<file path="config.mk">
export PLATFORM = sky130hd
export DESIGN_NAME = ecc_rx_deframer
export DESIGN_NICKNAME = d
export VERILOG_FILES = /design/src/rtl/ecc_pkg.sv /design/src/rtl/ecc_sync_match.sv /design/src/rtl/ecc_rx_deframer.sv
export SDC_FILE = /design/constraint.sdc
export NUM_CORES = 1
export LEC_CHECK = 0
export ABC_AREA = 0
export CORE_ASPECT_RATIO = 0.6
export CORE_UTILIZATION = 40
export DETAILED_ROUTE_END_ITERATION = 8
export PLACE_DENSITY_LB_ADDON = 0.12
export SKIP_CTS_REPAIR_TIMING = 1
export SYNTH_ARGS = -nofsm -noshare
export SYNTH_HDL_FRONTEND = slang
export SYNTH_SLANG_ARGS = --single-unit
</file>
<file path="constraint.sdc">
create_clock -name clk -period 2.06 [get_ports clk]
set_input_delay 0.206 -clock clk [delete_from_list [all_inputs] [get_ports clk]]
set_output_delay 0.206 -clock clk [all_outputs]
set_load 0.05 [all_outputs]
</file>
<file path="src/rtl/ecc_pkg.sv">
// Shared ECC constants: codeword geometry for encoder/decoder and frame sync defaults.
package ecc_pkg;

    localparam int unsigned CW_WIDTH     = 18;
    localparam int unsigned DATA_WIDTH   = 12;
    localparam int unsigned SYNC_LEN     = 8;
    localparam logic [SYNC_LEN-1:0] SYNC_WORD = 8'hA5;
    localparam int unsigned CW_PER_FRAME = 4;
    localparam int unsigned MISS_MAX     = 2;
    localparam int unsigned MISS_CNT_W   = 8;

    typedef enum logic [1:0] {
        HUNT,
        PAYLOAD,
        CHECK_SYNC
    } deframer_state_e;

endpackage

</file>
<file path="src/rtl/ecc_sync_match.sv">
// Sync-word shift window with clear; the window includes the bit currently presented.
module ecc_sync_match
    import ecc_pkg::*;
#(
    parameter int unsigned         LEN     = SYNC_LEN,
    parameter logic [LEN-1:0]      PATTERN = SYNC_WORD
) (
    input  logic           clk,
    input  logic           rst_n,
    input  logic           shift,
    input  logic           clr,
    input  logic           bit_in,
    output logic [LEN-1:0] window_c,
    output logic           match_c
);

    // Only LEN-1 bits need storing: the newest bit comes straight from bit_in.
    logic [LEN-2:0] sr;

    assign window_c = {sr, bit_in};
    assign match_c  = (window_c == PATTERN);

    always_ff @(posedge clk or negedge rst_n) begin
        if (!rst_n) begin
            sr <= '0;
        end else if (clr) begin
            sr <= '0;
        end else if (shift) begin
            sr <= window_c[LEN-2:0];
        end
    end

endmodule

</file>
<file path="src/rtl/ecc_rx_deframer.sv">
// Serial receive deframer: hunts for sync, tracks it with flywheel, and assembles codewords.
module ecc_rx_deframer
    import ecc_pkg::*;
#(
    parameter int unsigned              CW_WIDTH     = ecc_pkg::CW_WIDTH,
    parameter int unsigned              SYNC_LEN     = ecc_pkg::SYNC_LEN,
    parameter logic [SYNC_LEN-1:0]      SYNC_WORD    = ecc_pkg::SYNC_WORD,
    parameter int unsigned              CW_PER_FRAME = ecc_pkg::CW_PER_FRAME,
    parameter int unsigned              MISS_MAX     = ecc_pkg::MISS_MAX
) (
    input  logic                  clk,
    input  logic                  rst_n,
    input  logic                  bit_in,
    input  logic                  bit_valid,
    output logic [CW_WIDTH-1:0]   cw_data,
    output logic                  cw_valid,
    output logic                  locked,
    output logic                  frame_start,
    output logic                  sync_loss,
    output logic [MISS_CNT_W-1:0] sync_miss_cnt
);

    localparam int unsigned BIT_MAX   = (CW_WIDTH > SYNC_LEN) ? CW_WIDTH : SYNC_LEN;
    localparam int unsigned BIT_CNT_W = $clog2(BIT_MAX);
    localparam int unsigned CW_CNT_W  = $clog2(CW_PER_FRAME + 1);
    localparam int unsigned MISS_W    = $clog2(MISS_MAX + 1);

    deframer_state_e        state;
    logic [BIT_CNT_W-1:0]   bit_cnt;
    logic [CW_CNT_W-1:0]    cw_cnt;
    logic [MISS_W-1:0]      miss_run;
    logic [CW_WIDTH-2:0]    asm_q;

    logic [SYNC_LEN-1:0]    window_c;
    logic                   match_c;
    logic                   shift_c;
    logic                   clr_c;
    logic                   last_cw_bit_c;
    logic                   last_sync_bit_c;
    logic                   last_cw_c;
    logic                   sync_ok_c;
    logic                   lose_c;

    assign last_cw_bit_c   = (bit_cnt == BIT_CNT_W'(CW_WIDTH - 1));
    assign last_sync_bit_c = (bit_cnt == BIT_CNT_W'(SYNC_LEN - 1));
    assign last_cw_c       = (cw_cnt == CW_CNT_W'(CW_PER_FRAME - 1));
    assign sync_ok_c       = (window_c == SYNC_WORD);
    assign lose_c          = (miss_run == MISS_W'(MISS_MAX - 1));

    // The window only advances while looking for sync; payload bits never reach it.
    assign shift_c = bit_valid && ((state == HUNT) || (state == CHECK_SYNC));
    assign clr_c   = bit_valid && (state == CHECK_SYNC) && last_sync_bit_c
                     && !sync_ok_c && lose_c;

    ecc_sync_match #(
        .LEN     (SYNC_LEN),
        .PATTERN (SYNC_WORD)
    ) u_sync_match (
        .clk      (clk),
        .rst_n    (rst_n),
        .shift    (shift_c),
        .clr      (clr_c),
        .bit_in   (bit_in),
        .window_c (window_c),
        .match_c  (match_c)
    );

    always_ff @(posedge clk or negedge rst_n) begin
        if (!rst_n) begin
            state         <= HUNT;
            bit_cnt       <= '0;
            cw_cnt        <= '0;
            miss_run      <= '0;
            asm_q         <= '0;
            cw_data       <= '0;
            cw_valid      <= 1'b0;
            locked        <= 1'b0;
            frame_start   <= 1'b0;
            sync_loss     <= 1'b0;
            sync_miss_cnt <= '0;
        end else begin
            cw_valid    <= 1'b0;
            frame_start <= 1'b0;
            sync_loss   <= 1'b0;
            if (bit_valid) begin
                unique case (state)
                    HUNT: begin
                        if (match_c) begin
                            state       <= PAYLOAD;
                            locked      <= 1'b1;
                            frame_start <= 1'b1;
                            miss_run    <= '0;
                            bit_cnt     <= '0;
                            cw_cnt      <= '0;
                        end
                    end
                    PAYLOAD: begin
                        asm_q <= {asm_q[CW_WIDTH-3:0], bit_in};
                        if (last_cw_bit_c) begin
                            bit_cnt  <= '0;
                            cw_data  <= {asm_q, bit_in};
                            cw_valid <= 1'b1;
                            if (last_cw_c) begin
                                cw_cnt <= '0;
                                state  <= CHECK_SYNC;
                            end else begin
                                cw_cnt <= cw_cnt + CW_CNT_W'(1);
                            end
                        end else begin
                            bit_cnt <= bit_cnt + BIT_CNT_W'(1);
                        end
                    end
                    CHECK_SYNC: begin
                        if (last_sync_bit_c) begin
                            bit_cnt <= '0;
                            if (sync_ok_c) begin
                                frame_start <= 1'b1;
                                miss_run    <= '0;
                                state       <= PAYLOAD;
                            end else begin
                                if (sync_miss_cnt != '1) begin
                                    sync_miss_cnt <= sync_miss_cnt + MISS_CNT_W'(1);
                                end
                                if (lose_c) begin
                                    sync_loss <= 1'b1;
                                    locked    <= 1'b0;
                                    miss_run  <= '0;
                                    state     <= HUNT;
                                end else begin
                                    miss_run <= miss_run + MISS_W'(1);
                                    state    <= PAYLOAD;
                                end
                            end
                        end else begin
                            bit_cnt <= bit_cnt + BIT_CNT_W'(1);
                        end
                    end
                    default: state <= HUNT;
                endcase
            end
        end
    end

endmodule

</file>
==> results.json <==
{
  "status": "complete, no violations",
  "period_share_pct": 94.17,
  "clk_pin_slew_worst_paths_ns": 0.05,
  "fp.coreArea_mm2": 0.006907,
  "area_growth_pct": 27.50,
  "nets": 298,
  "r2r_cells": 6,
  "grt_max_degree": 67,
  "synth-seq-cells": 66,
  "timing_worst_setup_path_type": "reg -> reg",
  "met3_usage_pct": 4.720,
  "p_per_area_mw_per_mm2": 1174,
  "grt_pass1_vias": 1829,
  "layout_setup_ws_ns": 0.1200,
  "start_util_pct": 42.68,
  "firstDrtPassIters": 4,
  "grt_pass1_wl_um": 9190,
  "ys_types": 40,
  "async_flop_share_pct": 100.0,
  "cp-startpoint": "bit_cnt[1]$_DFFE_PN0P_",
  "routedWlPerCell_um": 14.34,
  "relSlewSlack_pct": 66.20,
  "syn_avg_cell_area_um2": 12.44,
  "ant_nets": 0,
  "synth_warnings": 0,
  "place_congestion": 0.7498,
  "overflow": 0,
  "drtIter0Drc": 58,
  "setup_tns_ns": 0,
  "layout_commonest_cell": "dfrtp_1",
  "cts_inserted_buffers": 9,
  "htree_levels": 3,
  "r2r_end": "cw_cnt[0]$_DFFE_PN0P_",
  "grtUsageMet2_pct": 21.06,
  "yosys.area.top_type": "dfrtp_1",
  "worstSetupStartpointType": "register",
  "r2r_slack_ns": 0.12,
  "clock-sinks": 66,
  "timing.rr.start": "bit_cnt[1]$_DFFE_PN0P_",
  "std_cell_rows": 23,
  "num_vias": 1914,
  "synth-main-ff-cell": "dfrtp_1",
  "dp_hpwl_um": 3667,
  "cp.arrival_ns": 2.14,
  "p_leak_nw": 1.771,
  "skew_ns": 0.004537,
  "yosysTopAreaCellShare_pct": 56.03,
  "yosys-top-cells-area": "dfrtp_1 (56%), mux2_2 (11%), mux2_1 (5.0%)",
  "worstPathMaxFanout": 4,
  "yosysSeqAreaShare_pct": 56.03,
  "cap_violations": 0,
  "wirelength_um": 5407,
  "preCtsSetupSlack_ns": 0.09024,
  "netlist_area_mm2": 0.002948,
  "clk_latency_ns": 0.32,
  "max_freq_mhz": 515.5,
  "finalHoldViolCount": 0,
  "clk_path_buf_depth": 2,
  "worst_setup_path_end_kind": "register",
  "gr-max-usage-layer": "met1",
  "cts_tree": "built",
  "min_path_type": "in -> async",
  "cts_root_buf": "clkbuf_16",
  "place.port_buffers": 33,
  "gr-usage-met1_pct": 23.73,
  "vias_per_cell": 5.077,
  "setup_viol_count_final": 0,
  "n_antenna_cell": 0,
  "mostFrequentLayoutCells": "dfrtp_1 (66), clkdlybuf4s50_1 (32), mux2_2 (28)",
  "syn_inst": 237,
  "dp_cells": 360,
  "worst_slew_pin_slew_ns": 0.5055,
  "grt_antenna_before_repair": 0,
  "drcViolationCount": 0,
  "synth_fp_nets": 250,
  "drive_gt1_share_pct": 20.69,
  "io_pins": 34,
  "rsz0062_at_grt": "no",
  "crit_required_ns": 2.26,
  "stdcell_count": 377,
  "slew_viol_final": 0,
  "synth_edf_count": 0,
  "die_w_um": 112.8,
  "peakVddDrop_mv": 0.6013,
  "fp.dieArea_mm2": 0.007728,
  "die_h_um": 68.50,
  "timing.final.crit_period_ns": 1.940,
  "crit_end": "cw_cnt[0]$_DFFE_PN0P_",
  "grt_use_total_pct": 15.60
}
-- flip-flops by register name, indices dropped and copies added (netlist names) --
signal,count
asm_q,17
bit_cnt,5
cw_cnt,3
cw_data,18
cw_valid,1
frame_start,1
locked,1
miss_run,2
state,2
sync_loss,1
sync_miss_cnt,8
u_sync_match.sr,7
-- critical path, stage by stage (launching register included) --
cell       delay (ns)
dfrtp_1          0.40
inv_1            0.07
ha_1             0.14
nand4bb_1        0.22
a21boi_0         0.31
a21boi_1         0.31
mux2_2           0.37
-- area by class of cell --
cell class | count | area, um2
Fill cell | 603 | 3148
Sequential cell | 66 | 1652
Multi-Input combinational cell | 154 | 1220
Timing Repair Buffer | 43 | 415.4
Clock buffer | 12 | 246.5
Tap cell | 87 | 108.9
Clock inverter | 4 | 75.07
Inverter | 11 | 41.29
-- metrics by stage --
step / hold slack (ns) / power [mW] / util, % / instance area, um2
global route: 0.5160 / 4.664 / 54.42 / 3759
floorplan: -0.08959 / 2.474 / - / 2948
CTS: -0.08467 / 4.455 / 54.28 / 3749
detailed placement: 0.2530 / 2.811 / 49.62 / 3427
global placement: 0.2542 / 2.801 / 49.62 / 3427
finish: 0.4265 / 4.411 / 54.42 / 3759
-- per-layer routing --
metal	vias to the layer above	share of wire, %
li1	943	-
met1	928	58
met2	36	38
met3	7	3.4
met4	0	0.94
met5	-	0
-- logic make-up (layout without fill, tap and decap cells) --
logic type	after synthesis	in the layout	share of synthesized area, %
AO/OA/AOI/OAI	32	32	7.003
XOR/XNOR	7	7	2.080
adder cells (fa/ha/maj)	9	9	3.820
buffers and inverters	17	70	2.589
flip-flops	66	66	56.03
multiplexers	41	41	15.66
AND/OR/NAND/NOR	65	65	12.82
-- where the power goes --
part	switching (mW)	total [mW]	internal [mW]
clock network	0.525	1.62	1.09
registers	0.190	1.71	1.52
logic	0.587	1.08	0.492
-- how the worst min path moves through the flow --
stage | from | depth (start not counted) | end
2_1_floorplan | rst_n | 0 | asm_q[0]$_DFFE_PN0P_
3_3_place_gp | rst_n | 2 | bit_cnt[1]$_DFFE_PN0P_
3_5_place_dp | rst_n | 2 | bit_cnt[1]$_DFFE_PN0P_
4_1_cts | rst_n | 2 | bit_cnt[1]$_DFFE_PN0P_
5_1_grt | rst_n | 3 | bit_cnt[1]$_DFFE_PN0P_
6_report | rst_n | 3 | bit_cnt[1]$_DFFE_PN0P_
-- cell usage after synthesis, types with 4 or more instances --
master,n
buf_2,4
inv_1,11
a21oi_1,8
xor2_1,7
nand3_1,8
o21ai_1,4
nand4_1,4
nor3_1,4
nor2_1,7
nand2_1,21
o21ai_0,5
ha_1,9
dfrtp_1,66
mux2_1,13
nand4bb_1,4
mux2_2,28
Note: power is estimated with default switching activity, not from simulation.
